## config.mk

```make
export PLATFORM = sky130hd
export DESIGN_NAME = uart_link_buffer_flat
export DESIGN_NICKNAME = d
export VERILOG_FILES = /design/src/rtl/uart_link_buffer_pkg.sv /design/src/rtl/uart_link_buffer_if.sv /design/src/rtl/uart_link_buffer_fifo.sv /design/src/rtl/uart_link_buffer.sv /design/src/flat_wrapper.sv
export SDC_FILE = /design/constraint.sdc
export NUM_CORES = 1
export LEC_CHECK = 0
export ABC_CLOCK_PERIOD_IN_PS = 3950
export CORE_AREA = 2 2 130 183
export DETAILED_ROUTE_END_ITERATION = 10
export DIE_AREA = 0 0 132 185
export GPL_TIMING_DRIVEN = 0
export MAX_ROUTING_LAYER = met4
export PLACE_DENSITY = 0.74
export SKIP_LAST_GASP = 1
export SLEW_MARGIN = 10
export SYNTH_ARGS = -nofsm -noshare
export SYNTH_HDL_FRONTEND = slang
export SYNTH_SLANG_ARGS = --single-unit
```

## constraint.sdc

```tcl
create_clock -name pclk -period 3.95 [get_ports pclk]
set_input_delay 0.9875 -clock pclk [delete_from_list [all_inputs] [get_ports pclk]]
set_output_delay 0.9875 -clock pclk [all_outputs]
set_load 0.01 [all_outputs]
```

## src/rtl/uart_link_buffer_pkg.sv

```systemverilog
// Shared definitions for the UART link buffer.
//   DEFAULT_DATA_W / DEFAULT_DEPTH : default byte width and FIFO depth
//   level_w()                      : width of an occupancy count 0..depth
//   LOOPBACK_ON                    : loopback_enable value selecting loopback
package uart_link_buffer_pkg;

  localparam int DEFAULT_DATA_W = 8;
  localparam int DEFAULT_DEPTH  = 16;

  localparam logic LOOPBACK_ON = 1'b1;

  // One extra bit so that a completely full FIFO (level == depth) fits.
  function automatic int level_w(input int depth);
    return $clog2(depth) + 1;
  endfunction

endpackage

```

## src/rtl/uart_link_buffer_if.sv

```systemverilog
// Handshake bundle between the UART byte engines, the game logic and the
// link buffer.
//   rx_*     : byte strobe from the UART receiver (no backpressure)
//   tx_*     : byte stream to the UART transmitter
//   app_rx_* : received bytes offered to the game logic
//   app_tx_* : bytes offered by the game logic for transmission
// Modport slave is the buffer's view, master is the surrounding logic's view.
interface uart_link_buffer_if #(
  parameter int DATA_W = 8
);

  logic [DATA_W-1:0] rx_data;
  logic              rx_valid;
  logic [DATA_W-1:0] tx_data;
  logic              tx_valid;
  logic              tx_ready;
  logic [DATA_W-1:0] app_rx_data;
  logic              app_rx_valid;
  logic              app_rx_ready;
  logic [DATA_W-1:0] app_tx_data;
  logic              app_tx_valid;
  logic              app_tx_ready;

  modport slave (
    input  rx_data, rx_valid, tx_ready, app_rx_ready, app_tx_data, app_tx_valid,
    output tx_data, tx_valid, app_rx_data, app_rx_valid, app_tx_ready
  );

  modport master (
    output rx_data, rx_valid, tx_ready, app_rx_ready, app_tx_data, app_tx_valid,
    input  tx_data, tx_valid, app_rx_data, app_rx_valid, app_tx_ready
  );

endinterface

```

## src/rtl/uart_link_buffer_fifo.sv

```systemverilog
// link_fifo: synchronous first-word-fall-through FIFO.
//   clk, rst_n : clock, asynchronous active-low reset
//   push       : write push_data (accepted when not full, or full but popping)
//   pop        : drop the head entry (ignored when empty)
//   head       : current head entry, 0 while empty
//   full/empty : occupancy flags
//   level      : occupancy 0..DEPTH
module link_fifo
  import uart_link_buffer_pkg::*;
#(
  parameter int DATA_W = DEFAULT_DATA_W,
  parameter int DEPTH  = DEFAULT_DEPTH,
  parameter int LVL_W  = level_w(DEPTH)
) (
  input  logic              clk,
  input  logic              rst_n,
  input  logic              push,
  input  logic [DATA_W-1:0] push_data,
  input  logic              pop,
  output logic [DATA_W-1:0] head,
  output logic              full,
  output logic              empty,
  output logic [LVL_W-1:0]  level
);

  localparam int AW = $clog2(DEPTH);

  logic [DATA_W-1:0] mem [DEPTH];
  logic [AW:0]       wr_ptr;
  logic [AW:0]       rd_ptr;
  logic              do_push;
  logic              do_pop;

  // Pointers carry one extra MSB: equal pointers mean empty, pointers that
  // differ only in the MSB mean full.
  assign empty = (wr_ptr == rd_ptr);
  assign full  = (wr_ptr[AW] != rd_ptr[AW]) && (wr_ptr[AW-1:0] == rd_ptr[AW-1:0]);
  assign level = wr_ptr - rd_ptr;

  assign do_pop  = pop && !empty;
  // When full, a same-cycle pop frees the head slot, which is exactly the
  // slot the write pointer addresses, so the push can still go ahead.
  assign do_push = push && (!full || do_pop);

  assign head = empty ? '0 : mem[rd_ptr[AW-1:0]];

  always_ff @(posedge clk or negedge rst_n) begin
    if (!rst_n) begin
      wr_ptr <= '0;
      rd_ptr <= '0;
    end else begin
      if (do_push) wr_ptr <= wr_ptr + 1'b1;
      if (do_pop)  rd_ptr <= rd_ptr + 1'b1;
    end
  end

  // Storage is data only; occupancy is governed by the pointers.
  always_ff @(posedge clk) begin
    if (do_push) mem[wr_ptr[AW-1:0]] <= push_data;
  end

endmodule

```

## src/rtl/uart_link_buffer.sv

```systemverilog
// uart_link_buffer: byte buffering between the UART RX/TX engines and the
// game logic, with runtime loopback, monitor taps and a sticky overflow flag.
//   pclk, rst_n      : clock, asynchronous active-low reset
//   loopback_enable  : 1 = RX FIFO contents are moved into the TX FIFO
//   clear_flags      : pulse clearing rx_overflow and statistics
//   bus (slave)      : rx/tx/app_rx/app_tx handshakes
//   rx_monitor       : last byte pushed into the RX FIFO
//   tx_monitor       : last byte popped to the transmitter
//   rx_level/tx_level: FIFO occupancies
//   rx_overflow      : sticky, a receive strobe was dropped
//   rx_byte_cnt/tx_byte_cnt : statistics, live only with UART_LINK_STATS_EN
//                             defined, otherwise tied to 0
module uart_link_buffer
  import uart_link_buffer_pkg::*;
#(
  parameter int DATA_W = DEFAULT_DATA_W,
  parameter int DEPTH  = DEFAULT_DEPTH,
  parameter int CNT_W  = 16,
  parameter int LVL_W  = level_w(DEPTH)
) (
  input  logic                 pclk,
  input  logic                 rst_n,
  input  logic                 loopback_enable,
  input  logic                 clear_flags,
  uart_link_buffer_if.slave    bus,
  output logic [DATA_W-1:0]    rx_monitor,
  output logic [DATA_W-1:0]    tx_monitor,
  output logic [LVL_W-1:0]     rx_level,
  output logic [LVL_W-1:0]     tx_level,
  output logic                 rx_overflow,
  output logic [CNT_W-1:0]     rx_byte_cnt,
  output logic [CNT_W-1:0]     tx_byte_cnt
);

  logic              lb;
  logic [DATA_W-1:0] rx_head;
  logic [DATA_W-1:0] tx_head;
  logic              rx_full;
  logic              rx_empty;
  logic              tx_full;
  logic              tx_empty;
  logic              rx_push;
  logic              rx_pop;
  logic              tx_push;
  logic              tx_pop;
  logic              move;
  logic [DATA_W-1:0] tx_push_data;

  assign lb = (loopback_enable == LOOPBACK_ON);

  assign tx_pop = bus.tx_ready && !tx_empty;

  // Loopback mover: a TX slot is available if TX is not full or its head is
  // leaving this same cycle.
  assign move = lb && !rx_empty && (!tx_full || tx_pop);

  assign rx_pop  = lb ? move : (bus.app_rx_ready && !rx_empty);
  assign rx_push = bus.rx_valid && (!rx_full || rx_pop);

  // app_tx_ready is forced low in loopback, so an app byte can never collide
  // with a moved byte on the single TX push port.
  assign bus.app_tx_ready = !lb && !tx_full;
  assign tx_push      = lb ? move : (bus.app_tx_valid && bus.app_tx_ready);
  assign tx_push_data = lb ? rx_head : bus.app_tx_data;

  assign bus.app_rx_valid = !lb && !rx_empty;
  assign bus.app_rx_data  = rx_head;
  assign bus.tx_valid     = !tx_empty;
  assign bus.tx_data      = tx_head;

  link_fifo #(.DATA_W(DATA_W), .DEPTH(DEPTH), .LVL_W(LVL_W)) u_rx_fifo (
    .clk       (pclk),
    .rst_n     (rst_n),
    .push      (rx_push),
    .push_data (bus.rx_data),
    .pop       (rx_pop),
    .head      (rx_head),
    .full      (rx_full),
    .empty     (rx_empty),
    .level     (rx_level)
  );

  link_fifo #(.DATA_W(DATA_W), .DEPTH(DEPTH), .LVL_W(LVL_W)) u_tx_fifo (
    .clk       (pclk),
    .rst_n     (rst_n),
    .push      (tx_push),
    .push_data (tx_push_data),
    .pop       (tx_pop),
    .head      (tx_head),
    .full      (tx_full),
    .empty     (tx_empty),
    .level     (tx_level)
  );

  always_ff @(posedge pclk or negedge rst_n) begin
    if (!rst_n) begin
      rx_monitor <= '0;
      tx_monitor <= '0;
    end else begin
      if (rx_push) rx_monitor <= bus.rx_data;
      if (tx_pop)  tx_monitor <= tx_head;
    end
  end

  // Clear takes priority over a same-cycle drop.
  always_ff @(posedge pclk or negedge rst_n) begin
    if (!rst_n)                                  rx_overflow <= 1'b0;
    else if (clear_flags)                        rx_overflow <= 1'b0;
    else if (bus.rx_valid && rx_full && !rx_pop) rx_overflow <= 1'b1;
  end

`ifdef UART_LINK_STATS_EN
  always_ff @(posedge pclk or negedge rst_n) begin
    if (!rst_n) begin
      rx_byte_cnt <= '0;
      tx_byte_cnt <= '0;
    end else if (clear_flags) begin
      rx_byte_cnt <= '0;
      tx_byte_cnt <= '0;
    end else begin
      if (rx_push) rx_byte_cnt <= rx_byte_cnt + 1'b1;
      if (tx_pop)  tx_byte_cnt <= tx_byte_cnt + 1'b1;
    end
  end
`else
  assign rx_byte_cnt = '0;
  assign tx_byte_cnt = '0;
`endif

endmodule

```

## src/flat_wrapper.sv

```systemverilog
// flat-port wrapper written by rule: the top's interface ports become plain ports
module uart_link_buffer_flat import uart_link_buffer_pkg::*;
#(
  parameter int DATA_W = DEFAULT_DATA_W,
  parameter int DEPTH  = DEFAULT_DEPTH,
  parameter int CNT_W  = 16,
  parameter int LVL_W  = level_w(DEPTH)
)
  (pclk, rst_n, loopback_enable, clear_flags, rx_monitor, tx_monitor, rx_level, tx_level, rx_overflow, rx_byte_cnt, tx_byte_cnt, bus_rx_data, bus_rx_valid, bus_tx_ready, bus_app_rx_ready, bus_app_tx_data, bus_app_tx_valid, bus_tx_data, bus_tx_valid, bus_app_rx_data, bus_app_rx_valid, bus_app_tx_ready);
  uart_link_buffer_if #(.DATA_W(DATA_W)) bus_i ();
  input  logic pclk;
  input  logic rst_n;
  input  logic loopback_enable;
  input  logic clear_flags;
  output logic [DATA_W-1:0] rx_monitor;
  output logic [DATA_W-1:0] tx_monitor;
  output logic [LVL_W-1:0] rx_level;
  output logic [LVL_W-1:0] tx_level;
  output logic rx_overflow;
  output logic [CNT_W-1:0] rx_byte_cnt;
  output logic [CNT_W-1:0] tx_byte_cnt;
  input wire logic [$bits(bus_i.rx_data)-1:0] bus_rx_data;
  input wire logic [$bits(bus_i.rx_valid)-1:0] bus_rx_valid;
  input wire logic [$bits(bus_i.tx_ready)-1:0] bus_tx_ready;
  input wire logic [$bits(bus_i.app_rx_ready)-1:0] bus_app_rx_ready;
  input wire logic [$bits(bus_i.app_tx_data)-1:0] bus_app_tx_data;
  input wire logic [$bits(bus_i.app_tx_valid)-1:0] bus_app_tx_valid;
  output wire logic [$bits(bus_i.tx_data)-1:0] bus_tx_data;
  output wire logic [$bits(bus_i.tx_valid)-1:0] bus_tx_valid;
  output wire logic [$bits(bus_i.app_rx_data)-1:0] bus_app_rx_data;
  output wire logic [$bits(bus_i.app_rx_valid)-1:0] bus_app_rx_valid;
  output wire logic [$bits(bus_i.app_tx_ready)-1:0] bus_app_tx_ready;
  assign bus_i.rx_data = bus_rx_data;
  assign bus_i.rx_valid = bus_rx_valid;
  assign bus_i.tx_ready = bus_tx_ready;
  assign bus_i.app_rx_ready = bus_app_rx_ready;
  assign bus_i.app_tx_data = bus_app_tx_data;
  assign bus_i.app_tx_valid = bus_app_tx_valid;
  assign bus_tx_data = bus_i.tx_data;
  assign bus_tx_valid = bus_i.tx_valid;
  assign bus_app_rx_data = bus_i.app_rx_data;
  assign bus_app_rx_valid = bus_i.app_rx_valid;
  assign bus_app_tx_ready = bus_i.app_tx_ready;
  uart_link_buffer #(.DATA_W(DATA_W), .DEPTH(DEPTH), .CNT_W(CNT_W), .LVL_W(LVL_W)) u_core (.pclk(pclk), .rst_n(rst_n), .loopback_enable(loopback_enable), .clear_flags(clear_flags), .bus(bus_i), .rx_monitor(rx_monitor), .tx_monitor(tx_monitor), .rx_level(rx_level), .tx_level(tx_level), .rx_overflow(rx_overflow), .rx_byte_cnt(rx_byte_cnt), .tx_byte_cnt(tx_byte_cnt));
endmodule
```

==> metrics.md, run 1 <==
| Metric | Value |
|---|---|
| Combinational share of power | 42.2% |
| Final Critical Period | 3.89 ns |
| Post-synthesis adder-cell area fraction | 2.15% |
| Sw Pwr | 4.17 mW |
| Final Max Tran Viols | 0 |
| Maxcap violations | 0 |
| Post-route setup TNS | 0 ns |
| H-Tree Depth | 1 |
| Critical path class | reg -> out |
| Static leakage | 5.29 nW |
| DP Wirelength | 18500 µm |
| Synth Area in XOR/XNOR | 1.84% |
| CTS tree | yes |
| Die Area | 0.0244 mm² |
| Gpl congestion | 0.908 |
| Slew headroom | 19.0% |
| Clock Sinks | 293 |
| Reg-to-Reg Start | u_core.u_tx_fifo.rd_ptr[2] |
| Final Hold Fails | 0 |
| Compound-cell area share of the yosys netlist | 4.41% |
| N_diodes | 0 |
| Chip Width | 132 µm |
| Share of power burned in registers | 35.5% |
| CTS max path bufs | 3 |
| Global-route wire length before repair | 39900 µm |
| Post-synthesis cell area | 0.0123 mm² |
| Share of post-route cells with drive strength above 1 | 24.2% |
| Cell-internal power | 8.07 mW |
| Layout area overhead | 20.0% |
| Seq/Total Area, Yosys | 70.0% |
| Vias in the first global route | 6915 |
| DRC errors left | 0 |
| Critical Path End Type | primary output |
| Num CTS Buffers | 26 |
| IO Count | 102 |
| Pre-Repair DR Iteration Count | 5 |
| Starting Density | 53.8% |
| VDD IR max | 662 µV |
| Post-Synth Simple-Gate Area | 4.58% |
| Period utilization | 98.6% |
| Synth warn | 0 |
| DR WL/cell | 21.9 µm |
| Routed Antenna Nets | 0 |
| Fin cells | 1199 |
| Avg Vias per Cell | 5.52 |
| Net Sw Frac | 34.0% |
| Crit Path Max Fanout | 8 |
| Final #Nets | 917 |
| Pwr dens | 828 mW/mm² |
| Final WS setup | 0.0556 ns |
| Fin Hold WS | 0.386 ns |
| Initial antenna violation count | 0 |
| Clk_lat worst skew | 0.53 ns |
| Pre-CTS setup slack | -0.453 ns |
| Iteration-0 DRC Markers | 394 |
| Achievable frequency | 257 MHz |
| Main combinational cell family by area after synthesis | multiplexers |
| Core area | 0.0229 mm² |
| Avg Inst Size Synth | 16.8 µm² |
| Clock power frac | 22.4% |
| Largest net degree at the start of global routing | 23 |
| Reg2Reg Depth | 9 |
| Site Rows | 66 |
| CTS Root Cell | clkbuf_16 |
| Hold Crit Class | in -> async |
| CP arrival | 2.91 ns |
| Reg2reg end | u_core.u_rx_fifo.mem[9][0] |
| CP required | 2.96 ns |
| Synth Register Bits | 293 |
| Crit path largest cell delay | 0.57 ns |
| Die span in y | 185 µm |
| Clock-pin slew on the worst setup and hold paths | 0.07 ns |
| Port Buf Inserts | 69 |
| Final Setup Violations | 0 |
| Post-synthesis mux area share | 13.0% |
| Total grt overflow | 0 |
| Crit start category | register |
| Worst path cell trace | nor2b_1, buf_1, a221oi_2, o21ai_2, a21oi_2, clkdlybuf4s50_1 |
| Slowest cell on the critical path | clkdlybuf4s50_1 |
| Via count | 6618 |
| R2R Setup Slk | 0.47 ns |
| Worst Tran Pin Value | 1.21 ns |
| Layout Skew | 0.0113 ns |
| Placed Cells | 1145 |
| DRT Wirelength | 26200 µm |
| Count of cell types in the netlist | 41 |
| Status | finished, final reports clean |
| GRT Overall Usage | 22.5% |
| Mapped Cells | 735 |
==> critical path, delay by kind of cell, from the launching register on <==
kind / cells / cell delay (ns)
compound gates: 3 / 0.95
buf+inv: 2 / 0.83
flops: 1 / 0.44
simple gates: 1 / 0.16
==> worst max-delay path by stage <==
stage / from / to / slack (ns) / depth (start not counted)
2_1_floorplan: u_core.u_tx_fifo.rd_ptr[3] / u_core.u_rx_fifo.mem[2][0] / 0.65 / 9
3_3_place_gp: u_core.u_rx_fifo.rd_ptr[1] / bus_app_rx_data[3] / -0.48 / 8
3_5_place_dp: u_core.u_rx_fifo.rd_ptr[1] / bus_app_rx_data[7] / -0.45 / 8
4_1_cts: u_core.u_rx_fifo.rd_ptr[1] / bus_app_rx_data[7] / -0.04 / 7
5_1_grt: u_core.u_tx_fifo.rd_ptr[0] / bus_tx_data[7] / -0.003 / 8
6_report: u_core.u_rx_fifo.rd_ptr[2] / bus_app_rx_data[4] / 0.06 / 6
==> through the flow <==
step                      utilization [%]  power, mW  area [µm²]
final                                64.6       12.2       14800
after global routing                 64.6       12.8       14800
after CTS                            64.1       12.2       14700
after detailed placement             59.3       9.26       13600
after global placement               59.0       9.15       13500
after floorplan                         -       7.25       12400
==> power groups by stage <==
| stage | combinational (mW) | sequential (mW) | clock [mW] |
|---|---|---|---|
| 2_1_floorplan | 2.91 | 4.34 | 0 |
| 3_3_place_gp | 4.80 | 4.35 | 0 |
| 3_5_place_dp | 4.88 | 4.38 | 0 |
| 4_1_cts | 5.07 | 4.35 | 2.77 |
| 5_1_grt | 5.57 | 4.38 | 2.90 |
| 6_report | 5.16 | 4.34 | 2.74 |
==> flip-flops by register name (all words and copies together), names as in the netlist <==
signal / cells
u_core.u_rx_fifo.rd_ptr: 5
u_core.rx_monitor: 8
u_core.u_tx_fifo.mem: 128
u_core.u_tx_fifo.wr_ptr: 5
u_core.u_rx_fifo.wr_ptr: 5
u_core.rx_overflow: 1
u_core.tx_monitor: 8
u_core.u_tx_fifo.rd_ptr: 5
u_core.u_rx_fifo.mem: 128
==> synth_stat cells, drive strengths merged <==
master  instances  share of area, %
and2            1             0.051
mux2           18               1.6
o21ai          29               1.2
xnor2          19               1.4
edfxtp        256                62
o32a            1              0.18
nand3           4              0.16
o22ai           1              0.10
conb            1             0.030
nor2           30              0.93
xor2            6              0.43
clkbuf          9              0.27
ha             18               1.8
o31ai           1              0.17
a21o            4              0.24
and3            1             0.051
inv            20              0.61
a21oi          29               1.2
nand2          61               1.9
and4            1             0.071
o311ai          1              0.21
buf            57               3.1
mux2i          32               2.6
fa              2              0.33
dfrtp          37               7.5
clkinv          1             0.030
nor4            3              0.15
nor3           16              0.69
nand4           4              0.20
a221oi         16               1.1
nor2b           3              0.15
mux4           48               8.8
nand2b          5              0.25
==> cell usage in the layout, fill, tap and decap left out, drive strengths merged <==
master,count
edfxtp,256
buf,72
clkdlybuf4s50,65
nand2,61
mux4,48
dfrtp,37
clkbuf,35
mux2i,32
conb,32
nor2,30
o21ai,29
a21oi,29
inv,20
xnor2,19
mux2,18
ha,18
nor3,16
a221oi,16
clkinv,12
xor2,6
bufinv,6
nand2b,5
a21o,4
nand4,4
nand3,4
nor2b,3
nor4,3
fa,2
dlymetal6s2s,2
and2,1
o22ai,1
o32a,1
o311ai,1
and4,1
and3,1
o31ai,1
clkinvlp,1
dlygate4sd2,1
==> routing by layer <==
metal	global-route usage (%)	part of all wire (%)	vias up
met4	8.65	3.5	0
met3	2.52	3.9	49
met5	-	0	-
met2	42.2	56	196
met1	24.5	36	3355
li1	-	-	3018
==> kinds of logic (layout without fill, tap and decap cells) <==
| group | count (synthesis) | in the layout |
|---|---|---|
| xor gates and xnor gates | 25 | 25 |
| other | 1 | 32 |
| AOI/OAI and AO/OA | 82 | 82 |
| muxes | 98 | 98 |
| and+or+nand+nor | 129 | 129 |
| buffers and inverters | 87 | 214 |
| adders and majority gates | 20 | 20 |
| DFF | 293 | 293 |
==> cell type report <==
cell class | count | area (µm²)
plain buffers | 63 | 467
clock buffers | 30 | 697
clock inverters | 18 | 240
fillers | 1626 | 8100
inverters | 21 | 80.1
multi-input cells | 386 | 3480
flip-flops and latches | 293 | 8620
well taps | 306 | 383
repair buffers | 82 | 812
==> repair_timing <==
item	4_1_cts	5_1_grt
setup endpoints to repair	102	20
setup buffers	4	5
pin swaps	7	5
gates resized for setup	38	20
hold buffers	0	0
Power figures use the tool's default switching activity.
==> inputs of run 2 (changes only) <==
Settings changed: TNS_END_PERCENT set to 5.
==> metrics.md, run 2 (same netlist as run 1, synthesis figures left out) <==
| Metric | Value |
|---|---|
| N_diodes | 0 |
| Pwr Total | 12.2 mW |
| # hold bufs at CTS | 0 |
| R2R Setup Slk | 0.47 ns |
| Post-DP Area | 0.0136 mm² |
| Via count | 6619 |
| Avg Vias per Cell | 5.52 |
| RSZ-0062 raised after global routing | yes |
| Starting Density | 53.8% |
| Pre-Repair DR Iteration Count | 4 |
| Total grt overflow | 0 |
| Vias in the first global route | 6916 |
| Combinational share of power | 42.2% |
| Clock-pin slew on the worst setup and hold paths | 0.07 ns |
| Chip Width | 132 µm |
| Global-route wire length before repair | 39900 µm |
| Pwr dens | 829 mW/mm² |
| Layout area overhead | 19.9% |
| CTS tree | yes |
| Iteration-0 DRC Markers | 400 |
| Reg2Reg Depth | 10 |
| Hold Crit Class | in -> async |
| Final Setup Violations | 0 |
| Final #Nets | 917 |
| Static leakage | 5.27 nW |
| VDD IR max | 661 µV |
| DR WL/cell | 21.9 µm |
| Crit path top cell by count | buf_4 |
| Achievable frequency | 254 MHz |
| GRT Overall Usage | 22.5% |
| Site Rows | 66 |
| Cell-internal power | 8.07 mW |
| H-Tree Depth | 1 |
| Final Hold Fails | 0 |
| Maxcap violations | 0 |
| Pre-CTS setup slack | -0.453 ns |
| Most common cell after layout, fill and taps aside | edfxtp_1 |
| Post-layout instance area | 0.0148 mm² |
| Crit path largest cell delay | 0.57 ns |
| Slew headroom | 20.6% |
| Reg2reg end | u_core.u_rx_fifo.mem[9][0] |
| Fin cells | 1199 |
| Die Area | 0.0244 mm² |
| Gpl congestion | 0.908 |
| Sw Pwr | 4.17 mW |
| Clock power frac | 22.4% |
| Num CTS Buffers | 26 |
| CP arrival | 2.96 ns |
| Critical Path End Type | primary output |
| Final Critical Period | 3.94 ns |
| Reg-to-Reg Start | u_core.u_tx_fifo.rd_ptr[1] |
| Commonest non-fill, non-tap cells in the layout | edfxtp_1 (256), clkdlybuf4s50_1 (67), nand2_1 (61) |
| Fin Hold WS | 0.387 ns |
| Routed Antenna Nets | 0 |
| Layout Skew | 0.0155 ns |
| Status | finished, final reports clean |
| DRC errors left | 0 |
| Crit Path Max Fanout | 10 |
| Area of the multi-input gates | 0.00348 mm² |
| Initial antenna violation count | 0 |
| Core area | 0.0229 mm² |
| Largest net degree at the start of global routing | 23 |
| Final Max Tran Viols | 0 |
| Crit start category | register |
| Net Sw Frac | 34.1% |
| Slowest cell on the critical path | clkdlybuf4s50_1 |
| CP required | 2.96 ns |
| IO Count | 102 |
| Critical path class | reg -> out |
| Worst path cell trace | buf_4, buf_4, mux2i_1, a221oi_2, o21ai_2, a21oi_2, clkdlybuf4s50_1 |
| Share of post-route cells with drive strength above 1 | 24.1% |
| Clock Sinks | 293 |
| Register area | 0.00862 mm² |
| DRT Wirelength | 26200 µm |
| Final WS setup | 0.00563 ns |
| Clk_lat worst skew | 0.53 ns |
| Layout fillers | 1624 |
| Worst Tran Pin Value | 1.18 ns |
| Placed Cells | 1145 |
| Die span in y | 185 µm |
| CTS max path bufs | 3 |
| CTS Root Cell | clkbuf_16 |
| Period utilization | 99.9% |
| Port Buf Inserts | 69 |
| Share of power burned in registers | 35.4% |
| DP Wirelength | 18500 µm |
[run 2: cell count changes in the layout (fill, tap and decap cells not counted), sizes merged]
cell	change
clkbuf	+2
buf	-2
clkdlybuf4s50	+2
dlymetal6s2s	-2
[run 2: worst max-delay path by stage]
stage | startpoint | endpoint | slack [ns] | cells after the start
after floorplan | u_core.u_tx_fifo.rd_ptr[3] | u_core.u_rx_fifo.mem[2][0] | 0.65 | 9
after global placement | u_core.u_rx_fifo.rd_ptr[1] | bus_app_rx_data[3] | -0.48 | 8
after detailed placement | u_core.u_rx_fifo.rd_ptr[1] | bus_app_rx_data[7] | -0.45 | 8
after CTS | u_core.u_rx_fifo.rd_ptr[1] | bus_app_rx_data[7] | -0.04 | 7
after global routing | u_core.u_rx_fifo.rd_ptr[1] | bus_app_rx_data[7] | -0.04 | 7
final | u_core.u_rx_fifo.rd_ptr[1] | bus_app_rx_data[4] | 0.006 | 7
[run 2: area by class of cell]
type	instances	area share, %
clock buffer	30	4.72
clock inverter	18	1.63
timing repair buffer	82	5.47
sequential	293	58.4
buffer	63	3.13
multi-input combinational	386	23.6
tap	306	2.59
inverter	21	0.542
[run 2: through the flow]
step	TNS (ns)	utilization, %
after floorplan	0	-
after global placement	-23.08	59.0
final	0	64.5
after detailed placement	-15.44	59.3
after global routing	-0.271	64.5
after CTS	-0.0980	64.1
[run 2: critical path, delay by kind of cell (launching register included)]
family	cells	cell delay (ns)
buf+inv	3	1.04
compound gates	3	0.85
flops	1	0.40
mux	1	0.12
[run 2: power groups by stage]
stage               combinational [mW]  sequential [mW]  clock (mW)
global placement                  4.80             4.35           0
CTS                               5.06             4.35        2.77
finish                            5.16             4.34        2.74
detailed placement                4.88             4.38           0
global route                      5.56             4.38        2.90
floorplan                         2.91             4.34           0
[run 2: repair_timing]
item / in CTS / in global routing
pin swaps: 7 / 4
setup buffers: 4 / 5
endpoints found under the setup margin: 102 / 20
gates resized for setup: 36 / 16
[run 2: routing by layer]
metal | track usage, % | up-vias | routed length (µm)
li1 | - | 3018 | -
met1 | 24.5 | 3365 | 9510
met2 | 42.2 | 187 | 14800
met3 | 2.52 | 49 | 1020
met4 | 8.74 | 0 | 934
met5 | - | - | 0
==> inputs of run 3 (changes only) <==
Settings changed: CORE_AREA 2 2 130 183 to 2 2 143 201, DIE_AREA 0 0 132 185 to 0 0 145 203, PLACE_DENSITY 0.74 to 0.63.
==> metrics.md, run 3 (same netlist as run 1, synthesis figures left out) <==
| Metric | Value |
|---|---|
| Via count | 6556 |
| Worst Tran Pin Value | 1.26 ns |
| Layout fillers | 2255 |
| Total grt overflow | 0 |
| Critical path class | reg -> out |
| H-Tree Depth | 1 |
| CTS Root Cell | clkbuf_16 |
| DRT Wirelength | 27200 µm |
| Clock-pin slew on the worst setup and hold paths | 0.07 ns |
| Starting Density | 44.8% |
| WL met3 | 953 µm |
| Vias in the first global route | 6830 |
| Final #Nets | 918 |
| Achievable frequency | 254 MHz |
| Final Critical Period | 3.94 ns |
| Gpl congestion | 0.823 |
| Global-route wire length before repair | 40800 µm |
| Chip Width | 145 µm |
| Commonest non-fill, non-tap cells in the layout | edfxtp_1 (256), clkdlybuf4s50_1 (68), nand2_1 (61) |
| Layout area overhead | 20.2% |
| Port Buf Inserts | 69 |
| Core area | 0.0275 mm² |
| CTS max path bufs | 3 |
| Hold Crit Class | in -> async |
| DR WL/cell | 21.5 µm |
| Post-route setup TNS | 0 ns |
| Site Rows | 72 |
| Most common cell after layout, fill and taps aside | edfxtp_1 |
| Maxcap violations | 0 |
| Layout Skew | 0.0159 ns |
| IO Count | 102 |
| CTS tree | yes |
| Final Hold Fails | 0 |
| Clk_lat worst skew | 0.55 ns |
| M1 WL | 10300 µm |
| VDD IR max | 470 µV |
| Largest net degree at the start of global routing | 29 |
| Initial antenna violation count | 0 |
| Static leakage | 5.22 nW |
| Final Setup Violations | 0 |
| Num CTS Buffers | 28 |
| Top routing layer in use | met4 |
| Pwr dens | 811 mW/mm² |
| Pre-Repair DR Iteration Count | 4 |
| Crit start category | register |
| Die span in y | 203 µm |
| Period utilization | 99.7% |
| CP arrival | 2.95 ns |
| Avg Vias per Cell | 5.19 |
| Crit Path Max Fanout | 8 |
| RSZ-0062 raised after global routing | yes |
| Critical Path End Type | primary output |
| Status | finished, final reports clean |
| DRC errors left | 0 |
| Clock Sinks | 293 |
| Share of post-route cells with drive strength above 1 | 24.2% |
| CP required | 2.96 ns |
| Final Max Tran Viols | 0 |
| N_diodes | 0 |
| DP Wirelength | 18500 µm |
| Die Area | 0.0294 mm² |
| Pwr Total | 12.0 mW |
| Routed Antenna Nets | 0 |
| # hold bufs at CTS | 0 |
| Met2 routed WL | 15100 µm |
| Iteration-0 DRC Markers | 427 |
| Slew headroom | 15.2% |
| GRT Overall Usage | 19.1% |
run 3: cell count changes in the layout (fill, tap and decap cells not counted), moves of 3 or more:
cell / previous run / this run
bufinv_16: 6 / 0
clkbuf_1: 6 / 12
clkinv_2: 10 / 5
a221oi_1: 8 / 4
o21ai_1: 4 / 8
a221oi_2: 8 / 11
nor3_1: 6 / 3
nor3_2: 10 / 13
o21ai_0: 24 / 21
run 3: layout make-up:
| class | count | area [µm²] | share of cell area [%] |
|---|---|---|---|
| flip-flops and latches | 293 | 8620 | 58.2 |
| multi-input cells | 386 | 3530 | 23.8 |
| clock buffers | 40 | 797 | 5.38 |
| clock inverters | 9 | 51.3 | 0.346 |
| plain buffers | 63 | 457 | 3.08 |
| inverters | 21 | 80.1 | 0.541 |
| repair buffers | 81 | 811 | 5.48 |
| well taps | 370 | 463 | 3.13 |
run 3: timing repair:
action	CTS	global route
pin swaps	7	0
buffers inserted	7	1
endpoints found under the setup margin	178	19
gates resized for setup	41	13
run 3: layer usage:
layer | GRT usage [%] | vias to the layer above
met2 | 35.3 | 155
met4 | 6.79 | 0
met3 | 1.89 | 52
li1 | - | 3021
met1 | 21.5 | 3328
met5 | - | -
run 3: worst paths after layout:
kind                                             from                     endpoint  slack (ns)  cells past startpoint
max reg2reg                u_core.u_tx_fifo.rd_ptr[1]  u_core.u_rx_fifo.mem[12][3]        0.27                     11
max in group asynchronous                       rst_n   u_core.u_rx_fifo.rd_ptr[3]        3.17                      2
min reg2reg                      u_core.tx_monitor[4]         u_core.tx_monitor[4]        0.48                      2
max                        u_core.u_rx_fifo.rd_ptr[0]           bus_app_rx_data[3]        0.01                      7
min in group pclk                u_core.tx_monitor[4]         u_core.tx_monitor[4]        0.48                      2
min                                             rst_n           u_core.rx_overflow        0.31                      1
run 3: power breakdown:
| part | total [mW] | switching (mW) | internal (mW) |
|---|---|---|---|
| combinational | 5.16 | 2.86 | 2.30 |
| clock | 2.51 | 1.11 | 1.40 |
| sequential | 4.34 | 0.218 | 4.12 |
| total | 12.0 | 4.19 | 7.82 |
run 3: through the flow:
step           setup WS (ns)  cell area [µm²]  cells  hold WS [ns]  util [%]
2_1_floorplan          0.649            12400    766         0.461         -
3_3_place_gp          -0.670            13600   1205         0.464      49.4
3_5_place_dp          -0.490            13700   1209         0.469      49.8
4_1_cts              -0.0633            14700   1262         0.296      53.6
5_1_grt              -0.0628            14800   1263         0.304      53.9
6_report              0.0124            14800   1263         0.310      53.9
run 3: worst max-delay path, stage by stage, from the launching register on:
cell	delay, ns
dfrtp_1	0.42
buf_6	0.18
nor2b_1	0.06
buf_1	0.30
a221oi_2	0.50
o21ai_0	0.15
a21oi_1	0.22
clkdlybuf4s50_1	0.58
